$ cat src/rtl/qd_pkg.sv
// Shared types and helpers for the quadrature decoder: resolution modes,
// FSM states and Gray-step classification.
package qd_pkg;

   localparam logic [1:0] QD_X1 = 2'd0;
   localparam logic [1:0] QD_X2 = 2'd1;
   localparam logic [1:0] QD_X4 = 2'd2;

   typedef enum logic {QD_INIT, QD_RUN} qd_state_e;

   typedef enum logic [1:0] {QD_NONE, QD_FWD, QD_REV, QD_ILL} qd_step_e;

   // Position along the forward cycle 00->10->11->01 ({A,B}), as a 2-bit ring index.
   function automatic logic [1:0] qd_pos(input logic [1:0] ab);
      return {ab[0], ab[1] ^ ab[0]};
   endfunction

   function automatic qd_step_e qd_classify(input logic [1:0] prev, input logic [1:0] pair);
      logic [1:0] d;
      qd_step_e   s;
      d = qd_pos(pair) - qd_pos(prev);
      case (d)
         2'd0:    s = QD_NONE;
         2'd1:    s = QD_FWD;
         2'd3:    s = QD_REV;
         default: s = QD_ILL;
      endcase
      return s;
   endfunction

endpackage

$ cat src/rtl/quad_decoder_if.sv
// Pin inputs, controls and counter-side strobes of the quadrature decoder.
interface quad_decoder_if #(
   parameter int ERR_W = 8
);
   logic             i_a;
   logic             i_b;
   logic             i_idx;
   logic             i_en;
   logic [1:0]       i_mode;
   logic             i_idx_en;
   logic             i_err_clr;
   logic             o_cnt_en;
   logic             o_dir;
   logic             o_clr;
   logic             o_err_flg;
   logic [ERR_W-1:0] o_err_cnt;

   modport slave (
      input  i_a, i_b, i_idx, i_en, i_mode, i_idx_en, i_err_clr,
      output o_cnt_en, o_dir, o_clr, o_err_flg, o_err_cnt
   );

   modport master (
      output i_a, i_b, i_idx, i_en, i_mode, i_idx_en, i_err_clr,
      input  o_cnt_en, o_dir, o_clr, o_err_flg, o_err_cnt
   );
endinterface

$ cat src/rtl/qd_glitch_filter.sv
// Two-flop synchroniser followed by a hold-time filter: the output only
// follows the pin once it has held a new level for FILT_LEN clocks.
module qd_glitch_filter #(
   parameter int FILT_LEN = 4,
   parameter int FILT_W   = 4
) (
   input  logic clk,
   input  logic rst,
   input  logic pin,
   output logic level
);
   logic [1:0]        sync;
   logic [FILT_W-1:0] cnt;
   logic              filt;

   always_ff @(posedge clk) begin
      if (rst) begin
         sync <= '0;
         cnt  <= '0;
         filt <= 1'b0;
      end else begin
         sync <= {sync[0], pin};
         if (sync[1] == filt) begin
            cnt <= '0;
         end else if (cnt == FILT_W'(FILT_LEN - 1)) begin
            filt <= ~filt;
            cnt  <= '0;
         end else begin
            cnt <= cnt + 1'b1;
         end
      end
   end

   assign level = filt;

endmodule

$ cat src/rtl/quad_decoder.sv
// Quadrature front end: filtered A/B/idx pins decoded into count, direction,
// clear and illegal-transition outputs for a 16-bit up/down counter.
module quad_decoder
   import qd_pkg::*;
#(
   parameter int FILT_LEN = 4,
   parameter int FILT_W   = 4,
   parameter int ERR_W    = 8
) (
   input  logic          i_sysclk,
   input  logic          i_sysrst,
   quad_decoder_if.slave bus
);
   // INIT spans FILT_LEN+3 clocks so the filters settle on the pins before prev is seeded.
   localparam logic [FILT_W:0] SETTLE_LAST = (FILT_W + 1)'(FILT_LEN + 2);

   logic [2:0]       pins, filt;
   logic [1:0]       pair, prev, prev_n;
   logic             idx_f, idx_q;
   qd_state_e        state, state_n;
   logic [FILT_W:0]  settle, settle_n;
   logic             cnt_en, cnt_en_n, dir, dir_n, clr, clr_n, err_flg, err_flg_n;
   logic [ERR_W-1:0] err_cnt, err_cnt_n, err_base;
   qd_step_e         step;
   logic             counted;

   assign pins = {bus.i_a, bus.i_b, bus.i_idx};

   qd_glitch_filter #(.FILT_LEN(FILT_LEN), .FILT_W(FILT_W)) u_filt [2:0] (
      .clk   (i_sysclk),
      .rst   (i_sysrst),
      .pin   (pins),
      .level (filt)
   );

   assign pair  = filt[2:1];
   assign idx_f = filt[0];
   assign step  = qd_classify(prev, pair);

   // x1 counts only the 00<->10 edge (B low on both sides); x2 counts every A edge.
   always_comb begin
      case (bus.i_mode)
         QD_X1:   counted = ~prev[0] & ~pair[0];
         QD_X2:   counted = prev[1] ^ pair[1];
         default: counted = 1'b1;
      endcase
   end

   always_ff @(posedge i_sysclk) begin
      if (i_sysrst) begin
         state   <= QD_INIT;
         settle  <= '0;
         prev    <= 2'b00;
         cnt_en  <= 1'b0;
         dir     <= 1'b1;
         clr     <= 1'b0;
         err_flg <= 1'b0;
         err_cnt <= '0;
         idx_q   <= 1'b0;
      end else begin
         state   <= state_n;
         settle  <= settle_n;
         prev    <= prev_n;
         cnt_en  <= cnt_en_n;
         dir     <= dir_n;
         clr     <= clr_n;
         err_flg <= err_flg_n;
         err_cnt <= err_cnt_n;
         idx_q   <= idx_f;
      end
   end

   always_comb begin
      state_n   = state;
      settle_n  = settle;
      prev_n    = prev;
      cnt_en_n  = 1'b0;
      dir_n     = dir;
      clr_n     = 1'b0;
      err_flg_n = bus.i_err_clr ? 1'b0 : err_flg;
      err_base  = bus.i_err_clr ? '0 : err_cnt;
      err_cnt_n = err_base;
      case (state)
         QD_INIT: begin
            if (settle == SETTLE_LAST) begin
               state_n = QD_RUN;
               prev_n  = pair;
            end else begin
               settle_n = settle + 1'b1;
            end
         end
         QD_RUN: begin
            prev_n = pair;
            // A new illegal step outranks a simultaneous clear, leaving a count of 1.
            if (step == QD_ILL) begin
               err_flg_n = 1'b1;
               err_cnt_n = (&err_base) ? err_base : err_base + 1'b1;
            end
            if (bus.i_en && (step == QD_FWD || step == QD_REV) && counted) begin
               cnt_en_n = 1'b1;
               dir_n    = (step == QD_FWD);
            end
            if (bus.i_en && bus.i_idx_en && idx_f && !idx_q && pair == 2'b00)
               clr_n = 1'b1;
         end
         default: state_n = QD_INIT;
      endcase
   end

   assign bus.o_cnt_en  = cnt_en;
   assign bus.o_dir     = dir;
   assign bus.o_clr     = clr;
   assign bus.o_err_flg = err_flg;
   assign bus.o_err_cnt = err_cnt;

endmodule

$ cat src/flat_wrapper.sv
// flat-port wrapper written by rule: the top's interface ports become plain ports
module quad_decoder_flat import qd_pkg::*;
#(
   parameter int FILT_LEN = 4,
   parameter int FILT_W   = 4,
   parameter int ERR_W    = 8
)
  (i_sysclk, i_sysrst, bus_i_a, bus_i_b, bus_i_idx, bus_i_en, bus_i_mode, bus_i_idx_en, bus_i_err_clr, bus_o_cnt_en, bus_o_dir, bus_o_clr, bus_o_err_flg, bus_o_err_cnt);
  quad_decoder_if #(.ERR_W(ERR_W)) bus_i ();
  input  logic i_sysclk;
  input  logic i_sysrst;
  input wire logic [$bits(bus_i.i_a)-1:0] bus_i_a;
  input wire logic [$bits(bus_i.i_b)-1:0] bus_i_b;
  input wire logic [$bits(bus_i.i_idx)-1:0] bus_i_idx;
  input wire logic [$bits(bus_i.i_en)-1:0] bus_i_en;
  input wire logic [$bits(bus_i.i_mode)-1:0] bus_i_mode;
  input wire logic [$bits(bus_i.i_idx_en)-1:0] bus_i_idx_en;
  input wire logic [$bits(bus_i.i_err_clr)-1:0] bus_i_err_clr;
  output wire logic [$bits(bus_i.o_cnt_en)-1:0] bus_o_cnt_en;
  output wire logic [$bits(bus_i.o_dir)-1:0] bus_o_dir;
  output wire logic [$bits(bus_i.o_clr)-1:0] bus_o_clr;
  output wire logic [$bits(bus_i.o_err_flg)-1:0] bus_o_err_flg;
  output wire logic [$bits(bus_i.o_err_cnt)-1:0] bus_o_err_cnt;
  assign bus_i.i_a = bus_i_a;
  assign bus_i.i_b = bus_i_b;
  assign bus_i.i_idx = bus_i_idx;
  assign bus_i.i_en = bus_i_en;
  assign bus_i.i_mode = bus_i_mode;
  assign bus_i.i_idx_en = bus_i_idx_en;
  assign bus_i.i_err_clr = bus_i_err_clr;
  assign bus_o_cnt_en = bus_i.o_cnt_en;
  assign bus_o_dir = bus_i.o_dir;
  assign bus_o_clr = bus_i.o_clr;
  assign bus_o_err_flg = bus_i.o_err_flg;
  assign bus_o_err_cnt = bus_i.o_err_cnt;
  quad_decoder #(.FILT_LEN(FILT_LEN), .FILT_W(FILT_W), .ERR_W(ERR_W)) u_core (.i_sysclk(i_sysclk), .i_sysrst(i_sysrst), .bus(bus_i));
endmodule
$ cat config.mk
export PLATFORM = sky130hd
export DESIGN_NAME = quad_decoder_flat
export DESIGN_NICKNAME = d
export VERILOG_FILES = /design/src/rtl/qd_pkg.sv /design/src/rtl/quad_decoder_if.sv /design/src/rtl/qd_glitch_filter.sv /design/src/rtl/quad_decoder.sv /design/src/flat_wrapper.sv
export SDC_FILE = /design/constraint.sdc
export NUM_CORES = 1
export LEC_CHECK = 0
export BUFFER_PORTS_ARGS = -buffer_cell sky130_fd_sc_hd__buf_2
export CAP_MARGIN = 20
export CELL_PAD_IN_SITES_DETAIL_PLACEMENT = 0
export CELL_PAD_IN_SITES_GLOBAL_PLACEMENT = 2
export CORE_MARGIN = 2
export CORE_UTILIZATION = 32
export CTS_CLUSTER_SIZE = 8
export DETAILED_ROUTE_END_ITERATION = 6
export PLACE_DENSITY_LB_ADDON = 0.1
export SYNTH_ARGS = -nofsm -noshare
export SYNTH_HDL_FRONTEND = slang
export SYNTH_HIERARCHICAL = 1
export SYNTH_SLANG_ARGS = --single-unit
$ cat constraint.sdc
create_clock -name i_sysclk -period 1.96 [get_ports i_sysclk]
set_input_delay 0.392 -clock i_sysclk [delete_from_list [all_inputs] [get_ports i_sysclk]]
set_output_delay 0.392 -clock i_sysclk [all_outputs]
set_load 0.01 [all_outputs]
Word-level counts from Yosys, hierarchy flattened
Index checks and enable logic that the tools add are counted.

Output and inout port bits: 12. Input bits: 10. Bits in read-only memories: 0. Word-level logic and storage cells: 87. Memories kept: 0. Latch bits: 0. Memory bits (writable): 0. Register bits: 42.

Shift-type cells: 0. $lt $le $gt $ge: 0. Multiplexer cells: 15. $mul: 0. Reduce and logical (&&, ||, !) cells: 21. Bitwise logic cells: 13. $add $sub $neg: 6. Equality and inequality tests: 14. Div/mod/pow operators: 0.

Operators with widths (count): $mux W8 (4); $add A4 B1 Y4 const B (3); $eq A4 B2 Y1 const B (3); $reduce_and A2 Y1 (5); $not A1 Y1 (9); $reduce_or A3 Y1 (3); $add A8 B1 Y8 const B (1); $reduce_and A8 Y1 (1); $mux W1 (7); $eq A2 B1 Y1 const B (3); $eq A2 B2 Y1 const B (3); $logic_and A1 B1 Y1 (6); $logic_not A2 Y1 (3); $pmux W2 S3 (1); $add A5 B1 Y5 const B (1); $eq A5 B3 Y1 const B (1); $pmux W2 S2 (1); $eq A1 B1 Y1 (3); $xor A1 B1 Y1 (3); $mux W2 (1); $ne A2 B1 Y1 const B (1); $pmux W1 S2 (1); $reduce_or A2 Y1 (1); $sub A2 B2 Y2 (1); 3 further kinds (3).

Logic depth before layout (Yosys ltp)
Depth in word-level cells: 9. Depth in mapped cells: 8.

Cells and area by module
Netlist, hierarchy kept.

Modules (own cells, without submodules): quad_decoder (cells each 111, area an instance 992.2 um^2, times used 1, seq. area each 420.4 um^2); qd_glitch_filter (cells each 23, area an instance 247.7 um^2, times used 3, seq. area each 140.1 um^2).

Worst setup path after synthesis
OpenSTA, ideal clock, no wires.

Path type: register -> register. Start: reg u_core.u_filt[2].filt. End: reg u_core.err_cnt[0] (netlist: u_core/bus.o_err_cnt[0]). Period minus slack after synthesis: 1.893 ns. Data arrival time: 1.822 ns. Buffers on the path: 0. Cell stages (with the launch flop): 9. Setup slack: 0.067 ns. Setup time: 0.071 ns. Cells stage by stage: dfxtp_1 -> inv_1 -> ha_1 -> inv_1 -> ha_1 -> xor2_1 -> nand3_1 -> or3_1 -> a21oi_1.

Word-level cells in the longest chain between the ends: 7. Elaborated cells on any way between the ends: 9. Those cells by class: add/sub (1); eq/ne (3); mux (3); bitwise (1); reduce/logical (1).

RTL lines: start: declaration (line qd_glitch_filter.sv:14) `logic filt;`; start signal: assignment (line qd_glitch_filter.sv:26) `filt <= ~filt;`; $xor A1 B1 Y1 (*) (line qd_pkg.sv:15) `return {ab[0], ab[1] ^ ab[0]};`; $sub A2 B2 Y2 (*) (line qd_pkg.sv:21) `d = qd_pos(pair) - qd_pos(prev);`; $eq A2 B2 Y1 (tied with other cells) (line qd_pkg.sv:22) `case (d)`; $pmux W2 S3 (*) (line qd_pkg.sv:22); $eq A2 B2 Y1 (*) (line quad_decoder.sv:95) `if (step == QD_ILL) begin`; $mux W8 (*) (line quad_decoder.sv:95); $mux W8 (*) (line quad_decoder.sv:83) `case (state)`; end signal: assignment (line quad_decoder.sv:68) `err_cnt <= err_cnt_n;`; end: declaration (line quad_decoder.sv:23) `logic [ERR_W-1:0] err_cnt, err_cnt_n, err_base;`.

Mark *: on every way between the ends. The rest lies on a longest branch, timed or not. A chain may end at the register's enable or synchronous reset.

Worst setup path in the final report
Start: reg u_core.u_filt[1].filt. End: reg u_core.err_cnt[5] (netlist: u_core/bus.o_err_cnt[5]).

Word-level cells in the longest chain between the ends: 7. Elaborated cells on any way between the ends: 9. Those cells by class: add/sub (1); eq/ne (3); mux (3); bitwise (1); reduce/logical (1).

RTL lines (line): start: declaration (qd_glitch_filter.sv:14); start signal: assignment (qd_glitch_filter.sv:26); $xor A1 B1 Y1 (qd_pkg.sv:15); $sub A2 B2 Y2 (*) (qd_pkg.sv:21); $eq A2 B2 Y1 (tied with other cells) (qd_pkg.sv:22); $pmux W2 S3 (*) (qd_pkg.sv:22); $eq A2 B2 Y1 (*) (quad_decoder.sv:95); $mux W8 (*) (quad_decoder.sv:95); $mux W8 (*) (quad_decoder.sv:83).

Marked as above.

==> out/summary.md <==
Minimum clock period after layout: 1.84 ns. The worst register-to-register path ends at u_core/bus.o_err_cnt[5]. The critical path starts at u_core/u_filt[1]/level. The worst hold path cell count was 2; the number of warning messages in the yosys log was 6. The overall global routing resource usage was 0.121. The root buffer cell chosen for the clock tree is sky130_fd_sc_hd__clkbuf_8. Average routed wire per standard cell: 11.7 microns. The synthesized area divided by synthesized cell count came out at 9.64 sq um.

Wire length of the first global-routing pass: 5800 microns. Dominant combinational cell family by area after synthesis: simple AND/OR/NAND/NOR gates. The buffer depth of the longest clock path came out at 2. The total area inside the core boundary comes to 0.00517 sq mm. TritonCTS built the clock tree. The launch instance of the worst register-to-register path is u_core/u_filt[1]/level. The run finished with clean final reports.

The share of cells above drive strength 1 is 0.252. Wires add up to 3290 microns. The worst slack at placement was -0.0399 ns. STA puts the critical path data required time at 2.12 ns. In this run the worst path has a maximum fanout of 4.

The die covers 0.00603 sq mm. The area share of xor/xnor cells in the synthesized design was 0.0757. The first TritonRoute pass finished after 4 iterations.

The tools report the CTS buffer count as 5. For this design the ratio of total power to cell area is 697 mW/mm^2. The worst setup path is launched from a register.

Number of hold-repair buffers added at the cts stage: 0. The share of cell area taken by muxes after synthesis was 0.0346; the arrival time reported for the critical path endpoint was 2.00 ns. The synthesized-area fraction occupied by ao, oa, aoi and oai cells is 0.0793. The internal reg-to-reg setup slack was 0.12 ns.

After clock tree synthesis, the clock-pin slew on the worst setup and hold paths is 0.08 ns. The number of inserted diodes is 0, and the count of input and output buffers is 21. At the end of routability-driven placement, the weighted congestion stood at 0.755. For this design the top-level I/O count stands at 22. Synthesis produced a netlist whose cell count is 180. For the CTS H-tree depth, the log shows 2.

Synthesis produced a netlist with a net count of 198. The path class of the tightest hold or removal check is input pin to register. For the power consumption, the log shows 1480 uW. The DRC violation count after routing was 0. The tool flagged a number of max-cap violations equal to 0. After routing, the total negative slack on setup checks comes to 0 ns.

The library cell used most frequently in the layout, excluding fill and tap cells, is sky130_fd_sc_hd__dfxtp_1. The start point of the worst hold path was bus_i_b. The overall via count from detail_route was 1304; the area growth from synthesis to layout was 22.6%. The clock sink count came out at 42. The tools report the core utilization of the finished layout as 0.411. Number of antenna violations at the first check in global routing: 0. In this run the core area contains 26 standard-cell rows. The run gives 0 as the number of hold violations in the final report.

The worst vdd rail ir drop came out at 445 uV. The remaining number of nets flagged by the antenna check after routing was 0; the leakage component of the power was 0.000816 uW. After the first detailed-routing iteration, the DRC count stood at 16. For this run the aggregate overflow at the end of global routing stands at 0. The adder and majority gate portion of the synthesized area is 0.0577, and the maximum number of pins on one net before global-route repair is 31. The logs give 30 for the post-synthesis cell type count and 923 sq um for the area taken by multi-input logic gates. The worst clock skew on the final layout came out at 0.00671 ns.

The category of the worst setup path capture point was a register. The simple logic cell fraction of the synthesized area came out at 0.236. Final net count: 227. For this run, the top clock speed supported by timing is 543 MHz. The number of setup violations in the final report was 0; the via count normalized by instance count was 4.66.

Leaving out fill and tap cells, the most frequent cells in the layout are 40 x sky130_fd_sc_hd__dfxtp_1, 25 x sky130_fd_sc_hd__nor2_1, 21 x sky130_fd_sc_hd__buf_2. The critical path class is register to register. The synthesized design contains 42 register bits. The detailed placement HPWL was 2380 microns. Setup slack closes at 0.118 ns. The sequential cells in the finished layout cover a total of 843 sq um.

The worst hold margin came out at 0.309 ns. The initial core utilization is 0.336. The x dimension of the die is 77.6 microns.

The path with the worst hold slack has its endpoint at u_core/u_filt[1]/sync[0]. The number of global-route vias before repair is 1308. In this run the vertical extent of the chip is 77.6 microns. The run gives 0 as the final number of max-transition violations. The share of the clock period used by the worst path after layout is 0.940, and the pin slew with the least headroom to its limit is 0.846 ns.

The tools report the remaining max-slew budget at the tightest pin as 0.431. The run gives 0.00174 sq mm as the cell area after synthesis. The worst reg-to-reg path cell count is 9. The sequential-to-total area share from yosys stat was 0.484; the insertion delay of the later-clocked pin in the worst-skew pair was 0.29 ns. After filler insertion, the fill cell instance count of the layout stands at 539.
[worst max-delay path, stage by stage, from the launching register on]
cell and delay, ns:
sky130_fd_sc_hd__dfxtp_2 0.33, sky130_fd_sc_hd__inv_1 0.05, sky130_fd_sc_hd__ha_1 0.28, sky130_fd_sc_hd__inv_1 0.06, sky130_fd_sc_hd__ha_2 0.19, sky130_fd_sc_hd__xor2_2 0.19
sky130_fd_sc_hd__buf_4 0.15, sky130_fd_sc_hd__and3_4 0.20, sky130_fd_sc_hd__and3_4 0.20, sky130_fd_sc_hd__a211oi_2 0.06
[stage by stage]
step	instances	area, sq um
2_1_floorplan	180	1740
3_3_place_gp	271	1940
3_5_place_dp	271	1940
4_1_cts	279	2030
5_1_grt	280	2130
6_report	280	2130
[power by group]
part / switching, uW / total (uW) / internal (uW) / leakage (uW)
clock: 283 / 534 / 251 / 0.0000452
combinational: 35.3 / 65.8 / 30.5 / 0.000429
sequential: 14.6 / 884 / 870 / 0.000341
total: 333 / 1480 / 1150 / 0.000816
[cell families (layout without fill, tap and decap cells)]
logic type      after synthesis  in the layout
flops                        42             42
mux                           6              6
buf+inv                      15             45
fa+ha+maj                     8              8
simple gates                 74             74
compound gates               20             20
xor+xnor                     15             15
[registers in the layout (all words and copies together) (netlist names)]
register / cells
u_core/bus.o_clr: 1
u_core/prev: 2
u_core/idx_q: 1
u_core/bus.o_err_flg: 1
u_core/u_filt/level: 3
u_core/bus.o_err_cnt: 8
u_core/settle: 5
u_core/bus.o_cnt_en: 1
u_core/u_filt/cnt: 12
u_core/bus.o_dir: 1
u_core/u_filt/sync: 6
u_core/state: 1
[worst max-delay path by stage]
stage | to | cells after the start
CTS | u_core/bus.o_err_cnt[2] | 8
floorplan | u_core/bus.o_err_cnt[0] | 8
detailed placement | u_core/bus.o_err_cnt[1] | 8
global placement | u_core/bus.o_err_cnt[1] | 8
finish | u_core/bus.o_err_cnt[5] | 9
global route | u_core/bus.o_err_cnt[2] | 8
[routing by layer]
metal  track usage  share of wire  vias up
met2         0.204           0.50       22
met1         0.138           0.44      614
met5             0              0        -
met3        0.0407          0.045        5
met4        0.0500          0.015        0
li1              -              -      663
[area by class of cell]
cell class,count,share of cell area
well taps,70,0.0412
multi-input cells,123,0.434
repair buffers,26,0.0688
clock buffers,6,0.0341
flip-flops and latches,42,0.396
clock inverters,2,0.00647
inverters,11,0.0194
[cell usage after synthesis (all sizes together)]
cell type | n | area share
and4bb | 1 | 0.0072
dfxtp | 42 | 0.48
o21ai | 5 | 0.014
and3 | 2 | 0.0072
a2111oi | 1 | 0.0086
nand2 | 5 | 0.011
nor2b | 10 | 0.036
xor2 | 6 | 0.030
or3 | 5 | 0.027
nand3b | 1 | 0.0043
and2 | 1 | 0.0043
mux2i | 6 | 0.035
a21oi | 6 | 0.017
or4 | 1 | 0.0043
nor3b | 5 | 0.022
a211oi | 2 | 0.0086
o311ai | 3 | 0.015
clkbuf | 4 | 0.0086
nand2b | 2 | 0.0072
o41ai | 3 | 0.015
ha | 8 | 0.058
or2 | 2 | 0.0072
nor2 | 25 | 0.054
inv | 11 | 0.024
xnor2 | 9 | 0.045
nand4b | 2 | 0.010
nor3 | 4 | 0.012
nand3 | 8 | 0.023
[timing repair]
action	4_1_cts	5_1_grt
endpoints found under the setup margin	3	9
pin swaps	0	3
resized for setup	1	20
endpoints found under the hold margin	0	0
setup buffers	0	1
Power figures use the tool's default switching activity.
